`src/rtl/uart_tx_arbiter_if.sv`:
```
// uart_tx_arbiter_if: byte-level handshake bundle between NUM_REQ message
// sources, the round-robin arbiter and the UART TX serializer.
// slave modport is the arbiter's view; master is the surrounding system.
`timescale 1ns/1ps
interface uart_tx_arbiter_if #(
    parameter int NUM_REQ = 4
);
    logic [NUM_REQ-1:0]   req_valid;
    logic [NUM_REQ*8-1:0] req_data;
    logic [NUM_REQ-1:0]   req_last;
    logic [NUM_REQ-1:0]   req_ready;
    logic                 tx_valid;
    logic [7:0]           tx_data;
    logic                 tx_ready;
    logic [NUM_REQ-1:0]   grant;
    logic                 busy;
    logic                 timeout_evt;

    modport slave (
        input  req_valid, req_data, req_last, tx_ready,
        output req_ready, tx_valid, tx_data, grant, busy, timeout_evt
    );

    modport master (
        output req_valid, req_data, req_last, tx_ready,
        input  req_ready, tx_valid, tx_data, grant, busy, timeout_evt
    );
endinterface

```
`src/rtl/uart_tx_arbiter.sv`:
```
// uart_tx_arbiter: round-robin arbiter sharing one UART byte transmitter
// between NUM_REQ sources. A grant is held for a whole message (until the
// byte flagged last is accepted), then priority rotates past the owner.
// Optional stall timeout: define UART_ARB_TIMEOUT_EN to enable forced
// release after TIMEOUT_CYCLES cycles of the owner presenting no byte.
`timescale 1ns/1ps
module uart_tx_arbiter #(
    parameter int NUM_REQ        = 4,
    parameter int TIMEOUT_CYCLES = 26040
) (
    input logic               clk_25mhz,
    input logic               reset_n,
    uart_tx_arbiter_if.slave  bus
);

    localparam int PW = (NUM_REQ > 1) ? $clog2(NUM_REQ) : 1;

    if (NUM_REQ < 2 || NUM_REQ > 8 || TIMEOUT_CYCLES < 2) begin : g_param_check
        $error("uart_tx_arbiter: NUM_REQ must be 2..8 and TIMEOUT_CYCLES >= 2");
    end

    typedef enum logic {
        IDLE,
        OWNED
    } state_t;

    state_t             state_q, state_d;
    logic [NUM_REQ-1:0] grant_q, grant_d;
    logic [PW-1:0]      ptr_q, ptr_d;

    logic [PW-1:0]      owner_idx;
    logic               owner_valid;
    logic               owner_last;
    logic [7:0]         owner_data;

    logic [PW-1:0]      scan_idx;
    logic [PW-1:0]      sel_idx;
    logic               sel_found;
    logic               handshake;

`ifdef UART_ARB_TIMEOUT_EN
    localparam int CW = $clog2(TIMEOUT_CYCLES);
    logic [CW-1:0]      stall_q, stall_d;
    logic               timeout_fire;
`endif

    // Decode the current owner's index and its byte-lane signals from the one-hot grant.
    always_comb begin
        owner_idx   = '0;
        owner_valid = 1'b0;
        owner_last  = 1'b0;
        owner_data  = '0;
        for (int unsigned i = 0; i < NUM_REQ; i++) begin
            if (grant_q[i]) begin
                owner_idx   = PW'(i);
                owner_valid = bus.req_valid[i];
                owner_last  = bus.req_last[i];
                owner_data  = bus.req_data[8*i +: 8];
            end
        end
    end

    // Round-robin pick: first valid requester scanning upward from ptr+1, wrapping.
    always_comb begin
        scan_idx  = '0;
        sel_idx   = '0;
        sel_found = 1'b0;
        for (int unsigned k = 1; k <= NUM_REQ; k++) begin
            scan_idx = PW'((32'(ptr_q) + k) % NUM_REQ);
            if (!sel_found && bus.req_valid[scan_idx]) begin
                sel_idx   = scan_idx;
                sel_found = 1'b1;
            end
        end
    end

    assign handshake = owner_valid & bus.tx_ready;

    assign bus.grant     = grant_q;
    assign bus.busy      = (state_q == OWNED);
    assign bus.tx_valid  = owner_valid;
    assign bus.tx_data   = owner_valid ? owner_data : 8'h00;
    assign bus.req_ready = grant_q & bus.req_valid & {NUM_REQ{bus.tx_ready}};

    // Next-state logic: grant on request in IDLE, release on last-byte handshake (or stall timeout).
    always_comb begin
        state_d = state_q;
        grant_d = grant_q;
        ptr_d   = ptr_q;
`ifdef UART_ARB_TIMEOUT_EN
        stall_d      = stall_q;
        timeout_fire = 1'b0;
`endif
        case (state_q)
            IDLE: begin
                if (sel_found) begin
                    state_d = OWNED;
                    grant_d = NUM_REQ'(1) << sel_idx;
`ifdef UART_ARB_TIMEOUT_EN
                    stall_d = '0;
`endif
                end
            end
            OWNED: begin
                if (handshake && owner_last) begin
                    state_d = IDLE;
                    grant_d = '0;
                    ptr_d   = owner_idx;
                end
`ifdef UART_ARB_TIMEOUT_EN
                else if (handshake) begin
                    stall_d = '0;
                end else if (!owner_valid) begin
                    if (stall_q == CW'(TIMEOUT_CYCLES - 1)) begin
                        timeout_fire = 1'b1;
                        state_d      = IDLE;
                        grant_d      = '0;
                        ptr_d        = owner_idx;
                    end else begin
                        stall_d = stall_q + CW'(1);
                    end
                end
`endif
            end
            default: state_d = IDLE;
        endcase
    end

`ifdef UART_ARB_TIMEOUT_EN
    assign bus.timeout_evt = timeout_fire;
`else
    assign bus.timeout_evt = 1'b0;
`endif

    // State, grant and priority pointer registers; pointer resets so requester 0 wins first.
    always_ff @(posedge clk_25mhz or negedge reset_n) begin
        if (!reset_n) begin
            state_q <= IDLE;
            grant_q <= '0;
            ptr_q   <= PW'(NUM_REQ - 1);
        end else begin
            state_q <= state_d;
            grant_q <= grant_d;
            ptr_q   <= ptr_d;
        end
    end

`ifdef UART_ARB_TIMEOUT_EN
    // Stall counter for the owner's idle cycles.
    always_ff @(posedge clk_25mhz or negedge reset_n) begin
        if (!reset_n) begin
            stall_q <= '0;
        end else begin
            stall_q <= stall_d;
        end
    end
`endif

endmodule

```
`src/flat_wrapper.sv`:
```
// flat-port wrapper written by rule: the top's interface ports become plain ports
module uart_tx_arbiter_flat 
#(
    parameter int NUM_REQ        = 4,
    parameter int TIMEOUT_CYCLES = 26040
)
  (clk_25mhz, reset_n, bus_req_valid, bus_req_data, bus_req_last, bus_tx_ready, bus_req_ready, bus_tx_valid, bus_tx_data, bus_grant, bus_busy, bus_timeout_evt);
  uart_tx_arbiter_if #(.NUM_REQ(NUM_REQ)) bus_i ();
  input logic clk_25mhz;
  input logic reset_n;
  input wire logic [$bits(bus_i.req_valid)-1:0] bus_req_valid;
  input wire logic [$bits(bus_i.req_data)-1:0] bus_req_data;
  input wire logic [$bits(bus_i.req_last)-1:0] bus_req_last;
  input wire logic [$bits(bus_i.tx_ready)-1:0] bus_tx_ready;
  output wire logic [$bits(bus_i.req_ready)-1:0] bus_req_ready;
  output wire logic [$bits(bus_i.tx_valid)-1:0] bus_tx_valid;
  output wire logic [$bits(bus_i.tx_data)-1:0] bus_tx_data;
  output wire logic [$bits(bus_i.grant)-1:0] bus_grant;
  output wire logic [$bits(bus_i.busy)-1:0] bus_busy;
  output wire logic [$bits(bus_i.timeout_evt)-1:0] bus_timeout_evt;
  assign bus_i.req_valid = bus_req_valid;
  assign bus_i.req_data = bus_req_data;
  assign bus_i.req_last = bus_req_last;
  assign bus_i.tx_ready = bus_tx_ready;
  assign bus_req_ready = bus_i.req_ready;
  assign bus_tx_valid = bus_i.tx_valid;
  assign bus_tx_data = bus_i.tx_data;
  assign bus_grant = bus_i.grant;
  assign bus_busy = bus_i.busy;
  assign bus_timeout_evt = bus_i.timeout_evt;
  uart_tx_arbiter #(.NUM_REQ(NUM_REQ), .TIMEOUT_CYCLES(TIMEOUT_CYCLES)) u_core (.clk_25mhz(clk_25mhz), .reset_n(reset_n), .bus(bus_i));
endmodule
```
`config.mk`:
```
export PLATFORM = sky130hd
export DESIGN_NAME = uart_tx_arbiter_flat
export DESIGN_NICKNAME = d
export VERILOG_FILES = /design/src/rtl/uart_tx_arbiter_if.sv /design/src/rtl/uart_tx_arbiter.sv /design/src/flat_wrapper.sv
export SDC_FILE = /design/constraint.sdc
export NUM_CORES = 1
export LEC_CHECK = 0
export CAP_MARGIN = 20
export CORE_UTILIZATION = 25
export DETAILED_ROUTE_END_ITERATION = 10
export HOLD_SLACK_MARGIN = 0.03
export PLACE_DENSITY = 0.66
export SYNTH_ARGS = -nofsm -noshare
export SYNTH_HDL_FRONTEND = slang
export SYNTH_SLANG_ARGS = --single-unit
```
`constraint.sdc`:
```
create_clock -name clk_25mhz -period 2.5 [get_ports clk_25mhz]
set_input_delay 0.625 -clock clk_25mhz [delete_from_list [all_inputs] [get_ports clk_25mhz]]
set_output_delay 0.625 -clock clk_25mhz [all_outputs]
set_load 0.01 [all_outputs]
```
==> results.toml <==
[outcome]
outcome = "finished, final reports clean"

[sta]
rsz0062_at_grt = "no"
period_minus_slack_ns = 2.37
hold_viol = 0
fmax_ghz = 0.422
final-setup-viol-count = 0
setup_ws_ns = 0.128
fin_crit_sh_pct = 94.9
final.setup.tns_ns = 0
skew_ns = 0.0113
drv_slew = 0
worst_hold_slack_ns = 0.605

[floorplanning]
rows = 18
dieArea_um2 = 3070
die_w_um = 55.4
initial_core_util_pct = 27.5
ioPinCount = 62
core-area_um2 = 2590
dieHeight_um = 55.4

[finish]
final_cell_mix = "clkdlybuf4s50_1 (46), buf_4 (12), a221oi_1 (8), buf_2 (8), o22ai_1 (7)"
fin_util_pct = 54.3
design_area_um2 = 1410
antennaDiodeCount = 0
areaGrowthSynthToFinish_pct = 97.4
fillers = 261
fin_nets = 197
stdcell_count = 183
drive_above_1_share_pct = 22.2
mostFrequentLayoutCell = "clkdlybuf4s50_1"

[placed_design]
place_area_um2 = 1390
dp_cells = 177
io_buffers = 60
post-place-ws_ns = -0.521
gp_congestion = 0.858
post-dp-hpwl_mm = 2.22

[logic_synthesis]
synth.distinct_cells = 34
synth-seq-area-share_pct = 25.0
synth_nets = 127
synth_top_area_share_pct = 17.6
synth.largest_area_cell = "dfrtp_1"
syn-instance-count = 84
avgSynthCellArea_um2 = 8.48
yosys_warnings = 0
ys_top_cells_by_area = "dfrtp_1 (18%), a221oi_1 (9.8%), dfstp_2 (7.4%)"
netlist_area_um2 = 712
ys_ff_latch = 7

[worst_setup_path]
start_kind = "input port"
required_ns = 1.88
critPathCaptureType = "primary output"
cp.arrival_ns = 1.75
cp_max_fo = 4
crit_type = "in -> out"

[global_routing]
grt.overflow.total = 0
antenna_found_initial = 0
grt_max_degree = 11
grt.total_usage_pct = 19.3
grt_pass1_wl_mm = 4.73
grt_pass1_vias = 1016

[cts]
cts.clk_slew.worst_paths_ns = 0.05
cts_root_buf = "clkbuf_4"
cts_tree = "yes"
cts_buffer_depth = 2
clk-insertion-delay-late_ns = 0.26
cts_buffers = 3
clock-sinks = 7
cts_max_level = 1
hold_buffers = 0

[drt]
drt_wl_total_mm = 2.84
drcViolationCount = 0
routedWlPerCell_um = 15.5
ant_nets = 0
drt_iter0_markers = 29
drt_pre_antenna_iters = 4
vias_per_cell = 5.31
vias = 972

[pwr]
power_mw = 1.26
peakVddDrop_v = 0.000534
powerDensity_nw_per_um2 = 895
leakage_nw = 0.612

[job]
maxCapViolCount = 0

[hold_path]
hp-class = "reg -> reg"
-- critical path, cell delays in order --
cell and delay, ns:
dlygate4sd2_1 0.24, a211o_1 0.32, o221ai_4 0.20, buf_4 0.17
nor3_1 0.04, buf_2 0.14
-- path summary, 6_finish.rpt --
check	endpoint	start	cells after the start	slack (ns)
max in group asynchronous	u_core.ptr_q[1]	reset_n	1	1.58
setup reg to reg	u_core.ptr_q[0]	u_core.bus.grant[3]	6	0.37
setup / recovery	bus_tx_data[6]	bus_req_valid[1]	6	0.13
hold / removal	u_core.bus.busy	u_core.bus.busy	2	0.61
min in group asynchronous	u_core.bus.grant[2]	reset_n	1	0.62
hold reg to reg	u_core.bus.busy	u_core.bus.busy	2	0.61
-- state kept, by name (all words and copies together) (netlist names) --
name,count
u_core.bus.grant,4
u_core.ptr_q,2
u_core.bus.busy,1
-- logic make-up after synthesis --
kind of cell / synth area share, %
AO/OA/AOI/OAI: 33.0
buffers and inverters: 8.96
flip-flops: 25.0
multiplexers: 7.03
other: 0.527
AND/OR/NAND/NOR: 25.5
-- synth_stat cells --
cell	n
o32a_1	1
buf_6	1
nor3b_1	2
clkbuf_1	3
a21oi_1	3
and3b_1	2
a211o_1	1
o21ai_0	1
dfrtp_1	5
nor3_1	6
nor2b_1	2
nor4_1	1
nand2b_1	1
inv_1	5
or4_1	1
conb_1	1
nand3_1	2
mux2i_1	2
a32o_1	4
or2b_1	2
dfstp_2	2
a21boi_0	1
o22ai_1	7
and3_1	4
mux2_4	2
nand2_1	3
o221ai_2	1
or2_2	2
buf_2	3
a221o_1	2
or3b_1	1
nor2_1	1
buf_4	1
a221oi_1	8
-- cell type report --
cell class	count	area (um^2)	share of cell area (%)
timing repair buffer	73	654	46.6
multi-input combinational	64	490	34.9
sequential	7	178	12.6
tap	30	37.5	2.67
clock buffer	4	26.3	1.87
inverter	5	18.8	1.34
-- routing by layer --
layer  vias up  share of wire [%]  track usage (%)
met3         0                9.4             4.68
met1       451                 42             23.1
met4         0                  0             5.36
met2        47                 48             33.9
li1        474                  -                -
met5         -                  0                0
-- where the power goes --
group          switching [mW]  internal, mW
clock                  0.0480        0.0614
sequential             0.0629         0.160
combinational           0.426         0.499
total                   0.537         0.721
-- timing repair --
item	4_1_cts	5_1_grt
setup buffers	2	0
resized for setup	43	0
setup endpoints to repair	13	0
Note: power is estimated with default switching activity, not from simulation.
